===== src/rtl/y86_seq_ctrl_if.sv =====
// Control/status bundle between the top-level wrapper and the SEQ sequencer.
interface y86_seq_ctrl_if #(
  parameter int unsigned PC_W  = 64,
  parameter int unsigned CNT_W = 32
);
  logic             start;
  logic             abort;
  logic             step_mode;
  logic             step_req;
  logic             hlt;
  logic             instr_valid;
  logic             imem_error;
  logic             dmem_error;
  logic             mem_ready;
  logic [PC_W-1:0]  updated_pc;
  logic [PC_W-1:0]  pc;
  logic [5:0]       stage_en;
  logic             wb_en;
  logic [1:0]       stat;
  logic             running;
  logic             done;
  logic [CNT_W-1:0] cycle_cnt;
  logic [CNT_W-1:0] instr_cnt;

  // Wrapper side: issues commands and stage status, observes sequencer state.
  modport master (
    output start, abort, step_mode, step_req, hlt, instr_valid, imem_error,
           dmem_error, mem_ready, updated_pc,
    input  pc, stage_en, wb_en, stat, running, done, cycle_cnt, instr_cnt
  );

  // Sequencer side.
  modport slave (
    input  start, abort, step_mode, step_req, hlt, instr_valid, imem_error,
           dmem_error, mem_ready, updated_pc,
    output pc, stage_en, wb_en, stat, running, done, cycle_cnt, instr_cnt
  );
endinterface


===== src/rtl/y86_seq_ctrl.sv =====
// Multi-cycle sequencer for the SEQ Y86-64 core: owns PC and status, steps one
// stage per cycle, adds memory timeout, single-step, sticky faults and counters.
module y86_seq_ctrl #(
  parameter int unsigned     PC_W        = 64,
  parameter int unsigned     CNT_W       = 32,
  parameter logic [PC_W-1:0] RESET_PC    = '0,
  parameter int unsigned     MEM_TIMEOUT = 16
) (
  input  logic          clk,
  input  logic          rst_n,
  y86_seq_ctrl_if.slave bus
);
  localparam int unsigned TO_W = $clog2(MEM_TIMEOUT + 1);

  localparam logic [1:0] STAT_AOK = 2'd0;
  localparam logic [1:0] STAT_HLT = 2'd1;
  localparam logic [1:0] STAT_ADR = 2'd2;
  localparam logic [1:0] STAT_INS = 2'd3;

  typedef enum logic [3:0] {
    S_IDLE, S_FETCH, S_DECODE, S_EXECUTE, S_MEMORY,
    S_WRITEBACK, S_PC_UPD, S_PAUSE, S_STOP
  } state_t;

  state_t           state, state_nx;
  logic [PC_W-1:0]  pc_q, pc_nx;
  logic [1:0]       stat_q, stat_nx;
  logic [TO_W-1:0]  to_cnt, to_nx;
  logic [CNT_W-1:0] cyc_q, cyc_nx;
  logic [CNT_W-1:0] ins_q, ins_nx;
  logic [5:0]       stage_q, stage_nx;
  logic             wb_q, wb_nx;
  logic             run_q, run_nx;
  logic             done_q, done_nx;
  logic             ins_inc;

  // State, architectural state and registered outputs.
  always_ff @(posedge clk or negedge rst_n) begin
    if (!rst_n) begin
      state   <= S_IDLE;
      pc_q    <= RESET_PC;
      stat_q  <= STAT_AOK;
      to_cnt  <= '0;
      cyc_q   <= '0;
      ins_q   <= '0;
      stage_q <= '0;
      wb_q    <= 1'b0;
      run_q   <= 1'b0;
      done_q  <= 1'b0;
    end else begin
      state   <= state_nx;
      pc_q    <= pc_nx;
      stat_q  <= stat_nx;
      to_cnt  <= to_nx;
      cyc_q   <= cyc_nx;
      ins_q   <= ins_nx;
      stage_q <= stage_nx;
      wb_q    <= wb_nx;
      run_q   <= run_nx;
      done_q  <= done_nx;
    end
  end

  // Next state, architectural updates, and output values for the next state.
  always_comb begin
    state_nx = state;
    pc_nx    = pc_q;
    stat_nx  = stat_q;
    to_nx    = to_cnt;
    ins_inc  = 1'b0;
    stage_nx = '0;
    wb_nx    = 1'b0;
    run_nx   = 1'b0;
    done_nx  = 1'b0;

    case (state)
      S_IDLE: if (bus.start) state_nx = S_FETCH;
      S_FETCH: begin
        if (bus.imem_error) begin
          stat_nx  = STAT_ADR;
          state_nx = S_STOP;
        end else if (!bus.instr_valid) begin
          stat_nx  = STAT_INS;
          state_nx = S_STOP;
        end else if (bus.hlt) begin
          stat_nx  = STAT_HLT;
          state_nx = S_STOP;
        end else begin
          state_nx = S_DECODE;
        end
      end
      S_DECODE: state_nx = S_EXECUTE;
      S_EXECUTE: begin
        state_nx = S_MEMORY;
        to_nx    = '0;
      end
      S_MEMORY: begin
        if (bus.dmem_error) begin
          stat_nx  = STAT_ADR;
          state_nx = S_STOP;
        end else if (bus.mem_ready) begin
          state_nx = S_WRITEBACK;
        end else if (to_cnt == TO_W'(MEM_TIMEOUT - 1)) begin
          stat_nx  = STAT_ADR;
          state_nx = S_STOP;
        end else begin
          to_nx = to_cnt + TO_W'(1);
        end
      end
      S_WRITEBACK: state_nx = S_PC_UPD;
      S_PC_UPD: begin
        pc_nx    = bus.updated_pc;
        ins_inc  = 1'b1;
        state_nx = bus.step_mode ? S_PAUSE : S_FETCH;
      end
      S_PAUSE: if (bus.step_req || !bus.step_mode) state_nx = S_FETCH;
      S_STOP: state_nx = S_STOP;
      default: state_nx = S_IDLE;
    endcase

    // Abort wins over everything, including a pending PC/instruction update.
    if (bus.abort) begin
      state_nx = S_IDLE;
      pc_nx    = pc_q;
      stat_nx  = stat_q;
      ins_inc  = 1'b0;
    end

    case (state_nx)
      S_FETCH:     stage_nx = 6'b000001;
      S_DECODE:    stage_nx = 6'b000010;
      S_EXECUTE:   stage_nx = 6'b000100;
      S_MEMORY:    stage_nx = 6'b001000;
      S_WRITEBACK: stage_nx = 6'b010000;
      S_PC_UPD:    stage_nx = 6'b100000;
      default:     stage_nx = 6'b000000;
    endcase
    wb_nx   = (state_nx == S_WRITEBACK);
    run_nx  = (state_nx != S_IDLE) && (state_nx != S_STOP);
    done_nx = (state_nx == S_STOP);

    cyc_nx = (run_q && (cyc_q != '1)) ? cyc_q + CNT_W'(1) : cyc_q;
    ins_nx = (ins_inc && (ins_q != '1)) ? ins_q + CNT_W'(1) : ins_q;
  end

  assign bus.pc        = pc_q;
  assign bus.stat      = stat_q;
  assign bus.stage_en  = stage_q;
  assign bus.wb_en     = wb_q;
  assign bus.running   = run_q;
  assign bus.done      = done_q;
  assign bus.cycle_cnt = cyc_q;
  assign bus.instr_cnt = ins_q;
endmodule


===== src/flat_wrapper.sv =====
// flat-port wrapper written by rule: the top's interface ports become plain ports
module y86_seq_ctrl_flat 
#(
  parameter int unsigned     PC_W        = 64,
  parameter int unsigned     CNT_W       = 32,
  parameter logic [PC_W-1:0] RESET_PC    = '0,
  parameter int unsigned     MEM_TIMEOUT = 16
)
  (clk, rst_n, bus_start, bus_abort, bus_step_mode, bus_step_req, bus_hlt, bus_instr_valid, bus_imem_error, bus_dmem_error, bus_mem_ready, bus_updated_pc, bus_pc, bus_stage_en, bus_wb_en, bus_stat, bus_running, bus_done, bus_cycle_cnt, bus_instr_cnt);
  y86_seq_ctrl_if #(.PC_W(PC_W), .CNT_W(CNT_W)) bus_i ();
  input  logic clk;
  input  logic rst_n;
  input wire logic [$bits(bus_i.start)-1:0] bus_start;
  input wire logic [$bits(bus_i.abort)-1:0] bus_abort;
  input wire logic [$bits(bus_i.step_mode)-1:0] bus_step_mode;
  input wire logic [$bits(bus_i.step_req)-1:0] bus_step_req;
  input wire logic [$bits(bus_i.hlt)-1:0] bus_hlt;
  input wire logic [$bits(bus_i.instr_valid)-1:0] bus_instr_valid;
  input wire logic [$bits(bus_i.imem_error)-1:0] bus_imem_error;
  input wire logic [$bits(bus_i.dmem_error)-1:0] bus_dmem_error;
  input wire logic [$bits(bus_i.mem_ready)-1:0] bus_mem_ready;
  input wire logic [$bits(bus_i.updated_pc)-1:0] bus_updated_pc;
  output wire logic [$bits(bus_i.pc)-1:0] bus_pc;
  output wire logic [$bits(bus_i.stage_en)-1:0] bus_stage_en;
  output wire logic [$bits(bus_i.wb_en)-1:0] bus_wb_en;
  output wire logic [$bits(bus_i.stat)-1:0] bus_stat;
  output wire logic [$bits(bus_i.running)-1:0] bus_running;
  output wire logic [$bits(bus_i.done)-1:0] bus_done;
  output wire logic [$bits(bus_i.cycle_cnt)-1:0] bus_cycle_cnt;
  output wire logic [$bits(bus_i.instr_cnt)-1:0] bus_instr_cnt;
  assign bus_i.start = bus_start;
  assign bus_i.abort = bus_abort;
  assign bus_i.step_mode = bus_step_mode;
  assign bus_i.step_req = bus_step_req;
  assign bus_i.hlt = bus_hlt;
  assign bus_i.instr_valid = bus_instr_valid;
  assign bus_i.imem_error = bus_imem_error;
  assign bus_i.dmem_error = bus_dmem_error;
  assign bus_i.mem_ready = bus_mem_ready;
  assign bus_i.updated_pc = bus_updated_pc;
  assign bus_pc = bus_i.pc;
  assign bus_stage_en = bus_i.stage_en;
  assign bus_wb_en = bus_i.wb_en;
  assign bus_stat = bus_i.stat;
  assign bus_running = bus_i.running;
  assign bus_done = bus_i.done;
  assign bus_cycle_cnt = bus_i.cycle_cnt;
  assign bus_instr_cnt = bus_i.instr_cnt;
  y86_seq_ctrl #(.PC_W(PC_W), .CNT_W(CNT_W), .RESET_PC(RESET_PC), .MEM_TIMEOUT(MEM_TIMEOUT)) u_core (.clk(clk), .rst_n(rst_n), .bus(bus_i));
endmodule

===== config.mk =====
export PLATFORM = sky130hd
export DESIGN_NAME = y86_seq_ctrl_flat
export DESIGN_NICKNAME = d
export VERILOG_FILES = /design/src/rtl/y86_seq_ctrl_if.sv /design/src/rtl/y86_seq_ctrl.sv /design/src/flat_wrapper.sv
export SDC_FILE = /design/constraint.sdc
export NUM_CORES = 1
export LEC_CHECK = 0
export BUFFER_PORTS_ARGS = -buffer_cell sky130_fd_sc_hd__clkbuf_2
export CAP_MARGIN = 20
export CORE_MARGIN = 4
export CORE_UTILIZATION = 40
export CTS_CLUSTER_SIZE = 40
export DETAILED_ROUTE_END_ITERATION = 10
export PLACE_DENSITY = 0.72
export SLEW_MARGIN = 20
export SYNTH_ARGS = -nofsm -noshare
export SYNTH_HDL_FRONTEND = slang
export SYNTH_SLANG_ARGS = --single-unit

===== constraint.sdc =====
create_clock -name clk -period 2.8 [get_ports clk]
set_input_delay 0.14 -clock clk [delete_from_list [all_inputs] [get_ports clk]]
set_output_delay 0.14 -clock clk [all_outputs]
set_load 0.05 [all_outputs]

; After elaboration in Yosys (flattened, before gate mapping)
; Cells that the tools add are included.
[totals]
regBits = 148
in_bits = 75
elab_cells = 76
[op_classes]
add_sub_neg = 3
eq_ne = 25
n_mux = 25
bitwise_logic = 1
reduce_logical = 12
[ops]
columns = op, count
row1 = $add 32x1->32 const B, 2
row2 = $ne 32x32->1 const B, 2
row3 = $mux 4, 9
row4 = $pmux 4 s9, 1
row5 = $pmux 6 s6, 1
row6 = $eq 4x3->1 const B, 7
row7 = $eq 4x2->1 const B, 4
row8 = $mux 5, 3
row9 = $mux 2, 6
row10 = $pmux 5 s2, 1
row11 = $eq 4x1->1 const B, 2
row12 = $eq 4x4->1 const B, 2
row13 = $ne 4x4->1 const B, 2
row14 = $ne 2x2->1 const B, 3
row15 = $add 5x1->5 const B, 1
row16 = $eq 5x4->1 const B, 1
row17 = $reduce_and 5->1, 1
row18 = $logic_not 4->1, 1
row19 = $pmux 2 s2, 1
row20 = $reduce_and 4->1, 1
row21 = $reduce_bool 2->1, 2
row22 = $reduce_bool 4->1, 1
row23 = $logic_and 1x1->1, 3
row24 = $mux 3, 1
row25 = other kinds (7), 8

; Longest topological paths before layout
; Gate-level depths: netlist of run 1.
[depth]
word_depth = 8
ltp_mapped = 8
mapped_depth_nobuf = 8

; Least setup slack after synthesis of run 1
; OpenSTA, ideal clock, no wires.
[synth_timing]
kind = reg2reg
from = register u_core.ins_q[0] (netlist: u_core.bus.instr_cnt[0])
to = register u_core.ins_q[24] (netlist: u_core.bus.instr_cnt[24])
setup_time_ps = 145
t_arrival_ps = 2299
t_required_ps = 2655
setup_slack_ps = 356
path_stages_with_launch = 7
path_cell_list = dfrtp_1 > ha_1 > nand3_2 > or3_1 > or3_4 > or3b_1 > xnor2_1
[synth_via]
elab_chain_len = 2
word_cells_on_any_way = 3
cone_classes = 1 x add/sub / 1 x eq/ne / 1 x reduce/logical
[synth_rtl]
columns = element, line
row1 = "start, declared", y86_seq_ctrl.sv:30  ; logic [CNT_W-1:0] ins_q, ins_nx;
row2 = "start signal, assigned", y86_seq_ctrl.sv:56  ; ins_q <= ins_nx;
row3 = branches (longest 2 deep; another with $add 32x1->32), n/a
; Parallel ways; which one is timed is not known.
; A chain may end at the register's enable or synchronous reset.

; Final worst setup path of run 1
[layout_timing]
from = register u_core.cyc_q[10] (netlist: u_core.bus.cycle_cnt[10])
to = register u_core.cyc_q[1] (netlist: u_core.bus.cycle_cnt[1])
[layout_via]
elab_chain_len = 2
[layout_rtl]
columns = element, line
row1 = "start, declared", y86_seq_ctrl.sv:29  ; logic [CNT_W-1:0] cyc_q, cyc_nx;
row2 = "start signal, assigned", y86_seq_ctrl.sv:55  ; cyc_q <= cyc_nx;
row3 = $ne 32x32->1, y86_seq_ctrl.sv:142  ; cyc_nx = (run_q && (cyc_q != '1)) ? cyc_q + CNT_W'(1) : cyc_q;
row4 = $logic_and 1x1->1, y86_seq_ctrl.sv:142
; No other way between the ends.

==> results of run 1 <==
==> area by class of cell <==
type | instances | area [µm²]
sequential | 148 | 3700
inverter | 8 | 30.0
tap | 216 | 270
antenna | 1 | 2.50
fill | 1401 | 6860
multi-input combinational | 489 | 2730
clock inverter | 8 | 98.8
timing repair buffer | 286 | 1810
clock buffer | 23 | 498
==> worst max-delay path: cells and delay by family, from the launching register on <==
kind / cells / cell delay (ns)
DFF: 1 / 0.44
muxes: 1 / 0.34
and+or+nand+nor: 4 / 1.38
==> final timing paths <==
path	end	slack (ns)	cells after the start
setup reg to reg	u_core.bus.cycle_cnt[1]	0.53	5
hold reg to reg	u_core.bus.pc[35]	0.47	2
setup / recovery	u_core.bus.cycle_cnt[1]	0.53	5
min in group asynchronous	u_core.bus.pc[27]	0.28	2
max in group asynchronous	u_core.state[0]	1.76	3
hold / removal	u_core.bus.stat[1]	0.02	3
==> layer usage <==
| metal | GRT usage | share of wire | vias to the layer above |
|---|---|---|---|
| met3 | 0.0511 | 0.055 | 45 |
| met1 | 0.249 | 0.41 | 2803 |
| met2 | 0.324 | 0.50 | 186 |
| met5 | 0 | 0 | - |
| li1 | - | - | 2819 |
| met4 | 0.0862 | 0.034 | 0 |
==> metrics by stage <==
step | cell area [µm²] | instances | hold slack, ns | util
2_1_floorplan | 6560 | 671 | -0.156 | -
3_3_place_gp | 7890 | 1082 | 0.171 | 0.493
3_5_place_dp | 7890 | 1082 | 0.176 | 0.493
4_1_cts | 9140 | 1178 | 0.00233 | 0.571
5_1_grt | 9140 | 1178 | 0.0160 | 0.571
6_report | 9140 | 1179 | 0.0180 | 0.571
==> Yosys cell counts (all sizes together) <==
cell,instances
and2,5
nor4bb,2
o2111ai,1
nor4b,4
xor2,10
nor3,11
o311ai,1
nand3,28
nand4b,3
inv,8
o21bai,1
nor4,5
dfrtp,148
nand4,32
o21a,1
buf,12
o221ai,1
nor2,23
or3,5
a21oi,8
ha,4
mux2,10
o21ai,6
o31ai,2
o211a,1
nor2b,3
clkbuf,14
or2,1
a211o,1
nor3b,2
or4b,1
o211ai,5
a211oi,1
nand2b,6
nand2,226
and4,8
xnor2,45
and3,22
a21bo,1
or3b,1
or4,2
==> state kept, by name (all words and copies together), names as in the netlist <==
signal and count:
u_core.bus.pc 64, u_core.bus.stage_en 6, u_core.bus.running 1, u_core.bus.wb_en 1, u_core.bus.stat 2, u_core.bus.cycle_cnt 32
u_core.to_cnt 5, u_core.state 4, u_core.bus.done 1, u_core.bus.instr_cnt 32
==> logic make-up after synthesis <==
logic type,Yosys count
buf+inv,34
simple gates,390
mux,10
fa+ha+maj,4
xor+xnor,55
flops,148
compound gates,30
==> power by group <==
part	switching (mW)	internal [mW]	total [mW]
sequential	0.0922	2.24	2.33
combinational	0.551	0.231	0.782
clock	0.851	1.42	2.27
total	1.49	3.89	5.39
==> timing repair <==
action,in CTS,in global routing
buffers inserted,0,0
hold endpoints to repair,127,0
hold buffers,65,0
==> impl_metrics.env, run 1 <==
export IMPL_synthMuxAreaShare=0.0172
export IMPL_cp_startpoint="u_core.bus.cycle_cnt[10]"
export IMPL_hold_viol=0
export IMPL_finalCritPeriodShare=0.812
export IMPL_grt_max_degree=84
export IMPL_yosys_register_bits=148
export IMPL_ir_worst_vdd_v=0.000410
export IMPL_yosys_area_share_simple=0.285
export IMPL_synthDistinctLibCells=49
export IMPL_crit_path_max_fanout=7
export IMPL_drt_iter0_drc=355
export IMPL_worstSetupPathType="reg2reg"
export IMPL_clk_latency_ns=0.41
export IMPL_power_leakage_nw=4.70
export IMPL_overflow=0
export IMPL_synth_top_area_frac=0.565
export IMPL_nets=1029
export IMPL_max_freq_ghz=0.440
export IMPL_gp_congestion=0.832
export IMPL_finalPower_mw=5.39
export IMPL_power_density_nw_per_um2=590
export IMPL_core_area_um2=16000
export IMPL_grt_first_pass_wirelength_mm=29.5
export IMPL_worstMarginPinSlew_ns=0.687
export IMPL_yosysWarnings=0
export IMPL_final_cell_mix="nand2_1 (226), clkbuf_2 (212), dfrtp_1 (148)"
export IMPL_yosysSeqAreaShare=0.565
export IMPL_finalWorstSetupSlack_ns=0.527
export IMPL_drcViolationCount=0
export IMPL_syn2layout_area_growth_pct=39.3
export IMPL_synth_compound_area_frac=0.0317
export IMPL_rows=46
export IMPL_syn_area_per_cell_um2=9.77
export IMPL_final_common_cell="nand2_1"
export IMPL_layout_drive_gt1_share=0.281
export IMPL_slew_violations=0
export IMPL_rsz0062_at_grt="false"
export IMPL_firstDrtPassIters=4
export IMPL_grtUsageTotal=0.198
export IMPL_synthTopCellsByArea="dfrtp_1 (56%), nand2_1 (13%), xnor2_1 (6.0%), nand4_1 (3.1%), and3_1 (2.1%)"
export IMPL_cts_buffer_depth=2
export IMPL_max_stage_delay_ns=0.55
export IMPL_cts_resized_gates=0
export IMPL_hold_class="in2reg"
export IMPL_routed_wl_mm=18.3
export IMPL_chipWidth_um=136
export IMPL_cts_tree="built"
export IMPL_slew_headroom=0.542
export IMPL_portBuffers=213
export IMPL_maxCapViolCount=0
export IMPL_finalCriticalPeriod_ns=2.27
export IMPL_clk_pin_slew_ns=0.06
export IMPL_postRouteAntennaNets=0
export IMPL_synthAdderAreaFrac=0.00763
export IMPL_vias=5853
export IMPL_antenna_found_initial=0
export IMPL_pin_count=214
export IMPL_crit_chain="nand4_1 -> or4_1 -> nor4_2 -> nand2b_1 -> mux2_1"
export IMPL_initial_utilization=0.410
export IMPL_startpoint_type="register"
export IMPL_syn_num_nets=750
export IMPL_place_ws_ns=0.554
export IMPL_skew_ns=0.00725
export IMPL_first_global_vias=5869
export IMPL_hold_start="bus_instr_valid"
export IMPL_die_y_um=136
export IMPL_synthesis_area_um2=6560
export IMPL_r2r_start="u_core.bus.cycle_cnt[10]"
export IMPL_cts_root_buf="clkbuf_16"
export IMPL_cts_buffers=17
export IMPL_viasPerCell=4.96
export IMPL_synth_top_family_by_area="simple AND/OR/NAND/NOR gates"
export IMPL_end_kind="register"
export IMPL_clkSinkCount=148
export IMPL_status="finished, final reports clean"
export IMPL_ctsHtreeMaxLevel=4
export IMPL_critPathArrivalTime_ns=2.56
export IMPL_fin_setup_tns_ns=0
export IMPL_setup_viol=0
export IMPL_crit_path_top_delay_cell="or4_1"
export IMPL_synth_largest_area_cell="dfrtp_1"
export IMPL_synth_xor_area_frac=0.0734
export IMPL_dieArea_um2=18500
export IMPL_critPathRequiredTime_ns=3.09
export IMPL_syn_inst=671
export IMPL_place_hpwl_mm=12.2
export IMPL_wl_per_cell_um=15.5
Note: power is estimated with default switching activity, not from simulation.
==> run 2: changes to the inputs <==
- ABC_AREA: default -> 1
- PLACE_DENSITY: 0.72 -> 0.71
- clock period: 2.8 -> 2.3 ns (I/O delays scaled with it)
==> impl_metrics.env, run 2 <==
export IMPL_status="finished, final reports clean"
export IMPL_stdcell_count=1623
export IMPL_initial_utilization=0.409
export IMPL_yosys_register_bits=148
export IMPL_worstMarginPinSlew_ns=0.681
export IMPL_vias=7758
export IMPL_wl_per_cell_um=13.6
export IMPL_cts_buffers=17
export IMPL_min_to="u_core.state[3]"
export IMPL_cts_setup_buffers=0
export IMPL_synth_top_area_frac=0.482
export IMPL_finalCriticalPeriod_ns=1.99
export IMPL_pin_count=214
export IMPL_p_seq_frac=0.450
export IMPL_syn_num_nets=1171
export IMPL_nets=1455
export IMPL_chipWidth_um=147
export IMPL_gp_congestion=0.932
export IMPL_cts_buffer_depth=2
export IMPL_synthDistinctLibCells=28
export IMPL_routed_wl_mm=22.1
export IMPL_place_hpwl_mm=15.4
export IMPL_maxCapViolCount=0
export IMPL_layout_drive_gt1_share=0.198
export IMPL_crit_path_top_delay_cell="dfrtp_1"
export IMPL_diodes=0
export IMPL_drt_iter0_drc=437
export IMPL_critPathArrivalTime_ns=2.34
export IMPL_rsz0062_at_grt="false"
export IMPL_crit_path_max_fanout=18
export IMPL_slew_headroom=0.546
export IMPL_async_flop_share=1.00
export IMPL_max_freq_ghz=0.503
export IMPL_placedCellCount=1525
export IMPL_synthTopCellsByArea="dfrtp_1 (48%), nand2_1 (30%), nor2_1 (5.8%), inv_1 (3.3%), nand3_1 (3.3%)"
export IMPL_synth_most_common_cell="nand2_1"
export IMPL_first_global_vias=7643
export IMPL_overflow=0
export IMPL_path_common_cell="nand2_1"
export IMPL_dieArea_um2=21500
export IMPL_finalCritPeriodShare=0.864
export IMPL_postRouteAntennaNets=0
export IMPL_max_stage_delay_ns=0.46
export IMPL_switchingPower_mw=1.77
export IMPL_synth_ff_type="dfrtp_1"
export IMPL_clkSinkCount=148
export IMPL_yosysWarnings=0
export IMPL_die_y_um=147
export IMPL_r2r_start="u_core.bus.instr_cnt[0]"
export IMPL_hold_start="bus_abort"
export IMPL_synth_largest_area_cell="dfrtp_1"
export IMPL_syn_area_per_cell_um2=7.03
export IMPL_ctsHtreeMaxLevel=4
export IMPL_final_cell_mix="nand2_1 (606), clkbuf_2 (212), dfrtp_1 (148)"
export IMPL_critPathRequiredTime_ns=2.65
export IMPL_ir_worst_vdd_v=0.000473
export IMPL_synthesis_area_um2=7680
export IMPL_grtUsageTotal=0.209
export IMPL_skew_ns=0.0129
export IMPL_startpoint_type="register"
export IMPL_p_clk_frac=0.422
export IMPL_setup_viol=0
export IMPL_crit_chain="ha_1 -> inv_2 -> nor2_4 -> nand2_2 -> nor2_4 -> nand2_1 -> nand2_4 -> buf_4 -> nand2_1 -> nand2_1"
export IMPL_drcViolationCount=0
export IMPL_r2r_end="u_core.bus.instr_cnt[7]"
export IMPL_end_kind="register"
export IMPL_grt_first_pass_wirelength_mm=36.8
export IMPL_power_leakage_nw=5.61
export IMPL_power_density_nw_per_um2=607
export IMPL_clk_latency_ns=0.42
export IMPL_rrSetupSlack_ns=0.31
export IMPL_synth_edff_count=0
export IMPL_viasPerCell=4.78
export IMPL_syn_inst=1092
export IMPL_cts_root_buf="clkbuf_16"
export IMPL_worstSetupPathType="reg2reg"
export IMPL_rows=50
export IMPL_portBuffers=213
export IMPL_cts_tree="built"
export IMPL_reg2regPathDepth=10
export IMPL_internal_power_mw=4.43
export IMPL_hold_viol=0
export IMPL_final_common_cell="nand2_1"
export IMPL_syn2layout_area_growth_pct=33.3
export IMPL_grt_max_degree=65
export IMPL_netlist_top_cells_count="nand2_1 (606), dfrtp_1 (148), nor2_1 (119)"
export IMPL_antenna_found_initial=0
export IMPL_core_area_um2=18800
export IMPL_slew_violations=0
export IMPL_comb_power_share=0.128
export IMPL_firstDrtPassIters=7
export IMPL_holdPathStages=4
export IMPL_power_share_switching=0.286
export IMPL_yosysSeqAreaShare=0.482
export IMPL_fin_setup_tns_ns=0
export IMPL_hold_class="in2reg"
export IMPL_largest_reg_flops=64
export IMPL_clk_pin_slew_ns=0.07
export IMPL_cp_startpoint="u_core.bus.instr_cnt[0]"
==> run 2: changes by cell type after synthesis, sizes merged, moves of 29 or more <==
cell,previous run,this run
nand2,226,613
xnor2,45,14
nand4,32,3
nor2,23,125
inv,8,72
==> run 2: cells by family (layout without fill, tap and decap cells) <==
logic type | count (synthesis) | after routing | share of synthesized area
AND/OR/NAND/NOR | 796 | 796 | 0.411
flip-flops | 148 | 148 | 0.482
buffers and inverters | 96 | 393 | 0.0556
XOR/XNOR | 27 | 27 | 0.0308
AO/OA/AOI/OAI | 21 | 21 | 0.0140
adder cells (fa/ha/maj) | 4 | 4 | 0.00652
==> run 2: stage by stage <==
stage | power (mW) | cell area, µm² | util | hold slack [ns] | worst slack (ns)
after floorplan | 3.28 | 7680 | - | -0.181 | 0.229
after CTS | 6.28 | 10200 | 0.545 | 0.0118 | 0.280
final | 6.21 | 10200 | 0.545 | 0.0287 | 0.313
after global placement | 3.54 | 9010 | 0.480 | 0.152 | 0.369
after global routing | 6.47 | 10200 | 0.545 | 0.0638 | 0.0828
after detailed placement | 3.54 | 9010 | 0.480 | 0.151 | 0.293
==> run 2: power by group through the flow <==
stage	logic [mW]	clock network, mW	registers [mW]
2_1_floorplan	0.214	0	3.06
3_3_place_gp	0.703	0	2.83
3_5_place_dp	0.707	0	2.84
4_1_cts	0.796	2.69	2.79
5_1_grt	0.867	2.80	2.81
6_report	0.795	2.62	2.79
==> run 2: area by class of cell <==
type / count / area [µm²]
well taps: 234 / 293
inverters: 72 / 275
clock inverters: 12 / 95.1
flip-flops and latches: 148 / 3700
multi-input cells: 848 / 3550
fillers: 1728 / 8540
clock buffers: 20 / 467
repair buffers: 289 / 1850
==> run 2: routing by layer <==
metal / global-route usage / part of all wire / up-vias
met2: 0.337 / 0.46 / 319
met1: 0.271 / 0.43 / 3505
met5: 0 / 0 / -
met4: 0.0776 / 0.025 / 0
met3: 0.0552 / 0.077 / 49
li1: - / - / 3885
==> run 2: how the worst max path moves through the flow <==
stage | end | slack (ns) | depth (start not counted)
2_1_floorplan | u_core.bus.instr_cnt[10] | 0.23 | 11
3_3_place_gp | u_core.bus.instr_cnt[7] | 0.37 | 10
5_1_grt | u_core.bus.instr_cnt[13] | 0.08 | 10
4_1_cts | u_core.bus.instr_cnt[7] | 0.28 | 10
6_report | u_core.bus.instr_cnt[7] | 0.31 | 10
3_5_place_dp | u_core.bus.instr_cnt[7] | 0.29 | 10
==> run 2: timing repair <==
| item | in CTS | in global routing |
|---|---|---|
| hold endpoints to repair | 123 | 0 |
| hold buffers | 66 | 0 |
| setup endpoints to repair | 0 | 0 |
| resized for setup | 0 | 0 |
==> run 2: worst max-delay path, delay by kind of cell (launching register included) <==
kind / cells / cell delay [ns]
adders and majority gates: 1 / 0.29
and+or+nand+nor: 7 / 0.82
buffers and inverters: 2 / 0.34
DFF: 1 / 0.46
